$ cat config.mk
export PLATFORM = sky130hd
export DESIGN_NAME = mmio_irq_timer
export DESIGN_NICKNAME = d
export VERILOG_FILES = /design/src/rtl/mmio_irq_pkg.sv /design/src/rtl/mmio_irq_timer_sync_edge.sv /design/src/rtl/mmio_irq_timer.sv
export SDC_FILE = /design/constraint.sdc
export NUM_CORES = 1
export LEC_CHECK = 0
export ABC_AREA = 1
export ABC_CLOCK_PERIOD_IN_PS = 2100
export BUFFER_PORTS_ARGS = -buffer_cell sky130_fd_sc_hd__buf_2
export CAP_MARGIN = 5
export CORE_ASPECT_RATIO = 1.25
export CORE_UTILIZATION = 35
export CTS_CLUSTER_DIAMETER = 200
export DETAILED_ROUTE_END_ITERATION = 10
export GPL_TIMING_DRIVEN = 1
export PLACE_DENSITY = 0.51
export SLEW_MARGIN = 20
export SYNTH_ARGS = -nofsm -noshare
export SYNTH_HDL_FRONTEND = slang
export SYNTH_HIERARCHICAL = 1
export SYNTH_SLANG_ARGS = --single-unit
export TNS_END_PERCENT = 5
$ cat constraint.sdc
create_clock -name ph1 -period 2.1 [get_ports ph1]
set_input_delay 0.42 -clock ph1 [delete_from_list [all_inputs] [get_ports ph1]]
set_output_delay 0.42 -clock ph1 [all_outputs]
set_load 0.01 [all_outputs]
$ cat src/rtl/mmio_irq_pkg.sv
// Shared constants for the memory-mapped interrupt/timer block: register offsets,
// pending-bit positions and CTRL field layout.
package mmio_irq_pkg;

    localparam logic [2:0] OFF_COUNT   = 3'd0;
    localparam logic [2:0] OFF_COMPARE = 3'd1;
    localparam logic [2:0] OFF_CTRL    = 3'd2;
    localparam logic [2:0] OFF_PENDING = 3'd3;
    localparam logic [2:0] OFF_MASK    = 3'd4;
    localparam logic [2:0] OFF_SWSET   = 3'd5;

    localparam int IRQ_TIMER = 0;
    localparam int IRQ_SW    = 1;
    localparam int IRQ_EXT0  = 2;

    localparam int CTRL_EN     = 0;
    localparam int CTRL_RELOAD = 1;

    typedef struct packed {
        logic reload;
        logic enable;
    } ctrl_t;

endpackage

$ cat src/rtl/mmio_irq_timer_sync_edge.sv
// Two-flop synchroniser for one asynchronous request line, followed by a
// rising-edge detector producing a single-cycle pulse.
module irq_sync_edge (
    input  logic ph1,
    input  logic reset_b,
    input  logic async_in,
    output logic pulse
);

    logic sync1_reg;
    logic sync2_reg;
    logic prev_reg;

    always_ff @(posedge ph1 or negedge reset_b) begin
        if (!reset_b) begin
            sync1_reg <= 1'b0;
            sync2_reg <= 1'b0;
            prev_reg  <= 1'b0;
        end else begin
            sync1_reg <= async_in;
            sync2_reg <= sync1_reg;
            prev_reg  <= sync2_reg;
        end
    end

    assign pulse = sync2_reg & ~prev_reg;

endmodule

$ cat src/rtl/mmio_irq_timer.sv
// Memory-mapped interrupt source: compare timer, software trigger and external
// request lines feeding a pending/mask pair that drives the CPU interrupts input.
module mmio_irq_timer
    import mmio_irq_pkg::*;
#(
    parameter logic [31:0] BASE_ADDR = 32'hFFFF_0000,
    parameter int          NUM_EXT   = 6,
    parameter int          PRESCALE  = 1
) (
    input  logic               ph1,
    input  logic               reset_b,
    input  logic               memwrite,
    input  logic [31:0]        dataadr,
    input  logic [31:0]        writedata,
    input  logic [NUM_EXT-1:0] ext_irq,
    output logic               hit,
    output logic [31:0]        readdata,
    output logic [7:0]         interrupts
);

    localparam int PW = (PRESCALE > 1) ? $clog2(PRESCALE) : 1;

    logic [31:0]        count_reg, count_next;
    logic [31:0]        compare_reg, compare_next;
    ctrl_t              ctrl_reg, ctrl_next;
    logic [7:0]         pending_reg, pending_next;
    logic [7:0]         mask_reg, mask_next;
    logic [PW-1:0]      presc_reg, presc_next;
    logic               tick;
    logic               we;
    logic [2:0]         off;
    logic [7:0]         set_vec;
    logic [7:0]         clr_vec;
    logic [NUM_EXT-1:0] ext_edge;
    logic               unused_addr_bits;

    assign hit = (dataadr[31:5] == BASE_ADDR[31:5]);
    assign we  = memwrite & hit;
    assign off = dataadr[4:2];
    // Byte lane is irrelevant: only full-word stores are decoded.
    assign unused_addr_bits = ^dataadr[1:0];

    genvar gi;
    generate
        for (gi = 0; gi < NUM_EXT; gi++) begin : g_ext
            irq_sync_edge u_sync (
                .ph1      (ph1),
                .reset_b  (reset_b),
                .async_in (ext_irq[gi]),
                .pulse    (ext_edge[gi])
            );
        end
    endgenerate

    assign tick = ctrl_reg.enable && (presc_reg == PW'(PRESCALE - 1));

    always_comb begin
        presc_next = presc_reg;
        if (!ctrl_reg.enable || tick)
            presc_next = '0;
        else
            presc_next = presc_reg + PW'(1);
    end

    always_comb begin
        count_next   = count_reg;
        compare_next = compare_reg;
        ctrl_next    = ctrl_reg;
        mask_next    = mask_reg;
        set_vec      = '0;
        clr_vec      = '0;

        // Match is judged on the pre-write COUNT/COMPARE even when the CPU writes them.
        set_vec[IRQ_TIMER]           = tick && (count_reg == compare_reg);
        set_vec[IRQ_EXT0 +: NUM_EXT] = ext_edge;

        if (tick)
            count_next = ctrl_reg.reload ? 32'd0 : count_reg + 32'd1;

        if (we) begin
            case (off)
                OFF_COUNT:   count_next   = writedata;
                OFF_COMPARE: compare_next = writedata;
                OFF_CTRL:    ctrl_next    = ctrl_t'(writedata[1:0]);
                OFF_PENDING: clr_vec      = writedata[7:0];
                OFF_MASK:    mask_next    = writedata[7:0];
                OFF_SWSET:   set_vec[IRQ_SW] = writedata[0];
                default: ;
            endcase
        end

        pending_next = (pending_reg & ~clr_vec) | set_vec;
    end

    always_ff @(posedge ph1 or negedge reset_b) begin
        if (!reset_b) begin
            count_reg   <= 32'd0;
            compare_reg <= 32'hFFFF_FFFF;
            ctrl_reg    <= '0;
            pending_reg <= 8'h00;
            mask_reg    <= 8'h00;
            presc_reg   <= '0;
            interrupts  <= 8'h00;
        end else begin
            count_reg   <= count_next;
            compare_reg <= compare_next;
            ctrl_reg    <= ctrl_next;
            pending_reg <= pending_next;
            mask_reg    <= mask_next;
            presc_reg   <= presc_next;
            interrupts  <= pending_next & mask_next;
        end
    end

    always_comb begin
        readdata = 32'd0;
        if (hit) begin
            case (off)
                OFF_COUNT:   readdata = count_reg;
                OFF_COMPARE: readdata = compare_reg;
                OFF_CTRL:    readdata = {30'd0, ctrl_reg};
                OFF_PENDING: readdata = {24'd0, pending_reg};
                OFF_MASK:    readdata = {24'd0, mask_reg};
                default:     readdata = {31'd0, unused_addr_bits & 1'b0};
            endcase
        end
    end

endmodule
== Word level (Yosys, flattened, before mapping) ==
Index checks and enable logic that the tools add are counted.

* Equality and inequality tests: 7
* $add $sub $neg: 2
* Mux-type cells: 13
* Bitwise gates (word level): 18
* Reduce and logical (&&, ||, !) cells: 7

{| class="wikitable"
|+ Operators with widths
! kind !! count
|-
| $mux 32 || 5
|-
| $pmux 32 s5 || 1
|-
| $add 32x1->32 const B || 1
|-
| $eq 32x32->1 || 1
|-
| $mux 8 || 4
|-
| $eq 27x27->1 const B || 1
|-
| $and 8x8->8 || 2
|-
| $not 8->8 || 1
|-
| $or 8x8->8 || 1
|-
| $and 1x1->1 || 7
|-
| $not 1->1 || 7
|-
| $eq 3x2->1 const B || 2
|-
| $eq 3x3->1 const B || 2
|-
| $reduce_and 2->1 || 2
|-
| $eq 3x1->1 const B || 1
|-
| $logic_not 3->1 || 1
|-
| $mux 1 || 3
|-
| $logic_and 1x1->1 || 2
|-
| $add 1x1->1 const B || 1
|-
| $logic_not 1->1 || 1
|-
| $logic_or 1x1->1 || 1
|}

* Output and inout port bits: 41
* Flip-flop bits (word level): 109
* Word-level logic and storage cells: 73

== Logic depth before layout (Yosys ltp) ==
* Word-level depth: 7
* Depth in mapped cells: 11

== Cells and area by module ==
Netlist, hierarchy kept.

{| class="wikitable"
|+ Modules (own cells, without submodules)
! module !! area each (um2) !! cells each !! instances
|-
| mmio_irq_timer || 5959.5 || 887 || 1
|-
| irq_sync_edge || 85.1 || 5 || 6
|}

== Worst setup path after synthesis ==
Ideal clock, no wire load.

* Path type: input-to-output
* From: in dataadr[7]
* To: out readdata[24]
* Arrival: 1.540 ns
* Slack: 0.140 ns
* Required time: 1.680 ns
* Path buffers: 1
* Stages: 6
* Cells stage by stage: nor3_1 > nand3_1 > nor2_2 > o21ai_1 > clkbuf_1 > a21oi_1

* Cells in the longest elaborated chain, start to end: 2

{| class="wikitable"
|+ Ends and longest elaborated chain
! element !! RTL line !! text
|-
| start: declaration || mmio_irq_timer.sv:13 || <nowiki>input logic [31:0] dataadr,</nowiki>
|-
| $eq 27x27->1 || mmio_irq_timer.sv:37 || <nowiki>assign hit = (dataadr[31:5] == BASE_ADDR[31:5]);</nowiki>
|-
| via hit || mmio_irq_timer.sv:16 || <nowiki>output logic hit,</nowiki>
|-
| $mux 32 || mmio_irq_timer.sv:117 || <nowiki>if (hit) begin</nowiki>
|-
| end: declaration || mmio_irq_timer.sv:17 || <nowiki>output logic [31:0] readdata,</nowiki>
|}

The timed path passes the listed nets, and every way through them passes these cells.

== Worst setup path in the final report ==
* From: in dataadr[14]
* To: out readdata[5]

* Cells in the longest elaborated chain, start to end: 2

{| class="wikitable"
|+ Ends and longest elaborated chain
! element !! RTL line
|-
| $eq 27x27->1 || mmio_irq_timer.sv:37
|-
| $mux 32 || mmio_irq_timer.sv:117
|}

No other way between the ends.

==> results_dict.tcl <==
set metrics [dict create \
    status "finished with violations" \
    violations "negative setup slack" \
    min_period_ns 2.15 \
    fin_area_um2 8050 \
    layout_commonest_cell "nand2_1" \
    critPathTopFamily "simple AND/OR/NAND/NOR gates" \
    hpwl_um 14400 \
    drt_wl_total_um 19100 \
    setup_viol 6 \
    crit_path_frequent_cell "buf_2" \
    fin_ws_ns -0.0480 \
    vias_per_cell 4.76 \
    core_area_um2 18100 \
    antenna_cells 0 \
    yosysSeqAreaShare_pct 42.8 \
    switching_power_uw 1110 \
    drtIter0Drc 284 \
    placed_cell_area_um2 7550 \
    cap_violations 0 \
    cts_made_buffers 9 \
    power_density_nw_per_um2 535 \
    combPwrFrac_pct 6.5 \
    firstDrtPassIters 4 \
    ios 114 \
    dieWidth_um 124 \
    cts_tree "yes" \
    initial_utilization_pct 35.7 \
    die_y_um 154 \
    peakVddDrop_v 0.000332 \
    p_sw_share_pct 25.7 \
    clockPowerShare_pct 44.1 \
    syn-cell-area_um2 6470 \
    p_leak_uw 0.00376 \
    path_clk_slew_ns 0.08 \
    place.gp.congestion 0.865 \
    fin_crit_sh_pct 102 \
    slew_violations 0 \
    internal_power_uw 3200 \
    avgSynthCellArea_um2 7.06 \
    hold_class "input port to flop" \
    grt_pass1_wl_um 30600 \
    grt_overflow_total 0 \
    grt_use_total_pct 20.9 \
    grt_pass1_vias 6017 \
    path_cells "buf_2 -> nor2_4 -> nand2_1 -> nor2_1 -> nand3_1 -> nor2_2 -> o21ai_4 -> buf_12 -> a21oi_1 -> buf_2" \
    critPathBufInv 3 \
    grt_max_degree 56 \
    relSlewSlack_pct 64.7 \
    endpoint_kind "output pin" \
    wl_per_cell_um 14.8 \
    clk_path_buf_depth 2 \
    area_growth_pct 24.4 \
    tightest_slew_ns 0.529 \
    max_stage_delay_ns 0.22 \
    worstSkewPairLatency_ns 0.37 \
    worstSetupPathType "input port to output pin" \
    synth_seq_cells 109 \
    io_buffer_count 111 \
    yosysWarnings 6 \
    synth_nets 991 \
    start_kind "input port" \
    rsz0062_at_grt "true" \
    num_vias 6119 \
    syn_inst 917 \
    clock_sinks 109 \
    p_total_uw 4310 \
    final_cell_mix "342 x nand2_1, 106 x buf_2, 98 x inv_1" \
    reg2reg_slack_ns 0.21 \
    max_freq_mhz 466 \
    nNetsFinal 1127 \
    antenna_left 0 \
    critPathArrivalTime_ns 1.73 \
    hold_violations 0 \
    rows 55 \
    nFillCells 1922 \
    antenna_found_initial 0 \
    crit_fanout 5 \
    clock_skew_ns 0.0112 \
    seqPwrFrac_pct 49.4 \
    dieArea_um2 19000 \
    yosys.cell_types.count 38 \
    htreeDepth 3 \
    drive_gt1_share_pct 24.5 \
    finish.utilization_pct 44.5 \
    critPathSlowestCell "a21oi_1" \
    worstPathRequired_ns 1.68 \
    route.detailed.drc 0 \
    root_buffer "clkbuf_16" \
]
path summary, 6_finish.rpt:
path,startpoint,to,cells after the start
hold reg to reg,g_ext[3].u_sync/sync1_reg$_DFF_PN0_,g_ext[3].u_sync/sync2_reg$_DFF_PN0_,0
min in group asynchronous,reset_b,count_reg[24]$_DFF_PN0_,2
setup / recovery,dataadr[14],readdata[5],10
hold / removal,ext_irq[2],g_ext[2].u_sync/sync1_reg$_DFF_PN0_,1
max in group asynchronous,reset_b,compare_reg[0]$_DFFE_PN1P_,3
setup reg to reg,count_reg[0]$_DFF_PN0_,count_reg[26]$_DFF_PN0_,9
power groups by stage:
stage / registers [µW] / clock network (µW) / logic [µW]
global placement: 2160 / 0 / 270
CTS: 2130 / 1930 / 275
detailed placement: 2160 / 0 / 271
global route: 2130 / 2000 / 315
floorplan: 2160 / 0 / 76.6
finish: 2130 / 1900 / 281
metrics by stage:
| step | std cells | setup WS, ns | hold slack, ns | setup TNS (ns) |
|---|---|---|---|---|
| after floorplan | 917 | 0.140 | 0.124 | 0 |
| after global placement | 1267 | -0.0734 | 0.332 | -0.832 |
| after detailed placement | 1267 | -0.0626 | 0.336 | -0.530 |
| after CTS | 1284 | -0.00855 | 0.139 | -0.0171 |
| after global routing | 1286 | -0.111 | 0.135 | -1.97 |
| final | 1286 | -0.0480 | 0.145 | -0.104 |
area by class of cell:
| class | instances | area [µm²] | share of cell area, % |
|---|---|---|---|
| Tap cell | 228 | 285 | 3.54 |
| Sequential cell | 109 | 2770 | 34.4 |
| Clock inverter | 7 | 103 | 1.27 |
| Clock buffer | 9 | 225 | 2.80 |
| Inverter | 103 | 392 | 4.87 |
| Timing Repair Buffer | 154 | 1040 | 13.0 |
| Multi-Input combinational cell | 676 | 3230 | 40.2 |
cells in the mapped netlist (all sizes together):
library cell	instances	area (µm²)
ha	1	12.5
nand2	354	1360
dfrtp	77	1930
nand3b	4	30.0
nor3	10	55.1
a211oi	2	15.0
xor2	15	131
and3	1	6.26
dfstp	32	841
nor2	91	392
nor3b	1	7.51
clkbuf	17	65.1
a221oi	2	17.5
a21oi	35	175
nand4	17	106
o22ai	5	31.3
xnor2	13	114
inv	103	389
o21ai	63	345
buf	12	118
a31oi	1	6.26
conb	1	3.75
nand3	60	318
cells by family (layout without fill, tap and decap cells):
family / after synthesis / after routing / synth area share [%]
DFF: 109 / 109 / 42.8
buffers and inverters: 132 / 273 / 8.84
adders and majority gates: 1 / 1 / 0.193
other: 1 / 1 / 0.0580
AOI/OAI and AO/OA: 108 / 108 / 9.13
xor gates and xnor gates: 28 / 28 / 3.79
and+or+nand+nor: 538 / 538 / 35.2
layer usage:
metal  up-vias  part of all wire (%)  global-route usage (%)
met2       111                    52                    37.7
met4         0                   1.9                    7.23
met5         -                     0                       0
met1      2832                    43                    25.1
li1       3155                     -                       -
met3        21                   2.9                    2.34
worst reg2reg max path: cells and delay by family, from the launching register on:
| family | cells | cell delay, ns |
|---|---|---|
| adder cells (fa/ha/maj) | 1 | 0.19 |
| flip-flops | 1 | 0.41 |
| AO/OA/AOI/OAI | 1 | 0.15 |
| AND/OR/NAND/NOR | 7 | 1.08 |
what timing repair did:
item | CTS | global route
endpoints found under the setup margin | 19 | 32
gates cloned | 0 | 1
hold buffers | 1 | 0
pin swaps | 0 | 5
buffers inserted | 0 | 1
gates resized for setup | 5 | 26
endpoints found under the hold margin | 15 | 0
Power figures use the tool's default switching activity.
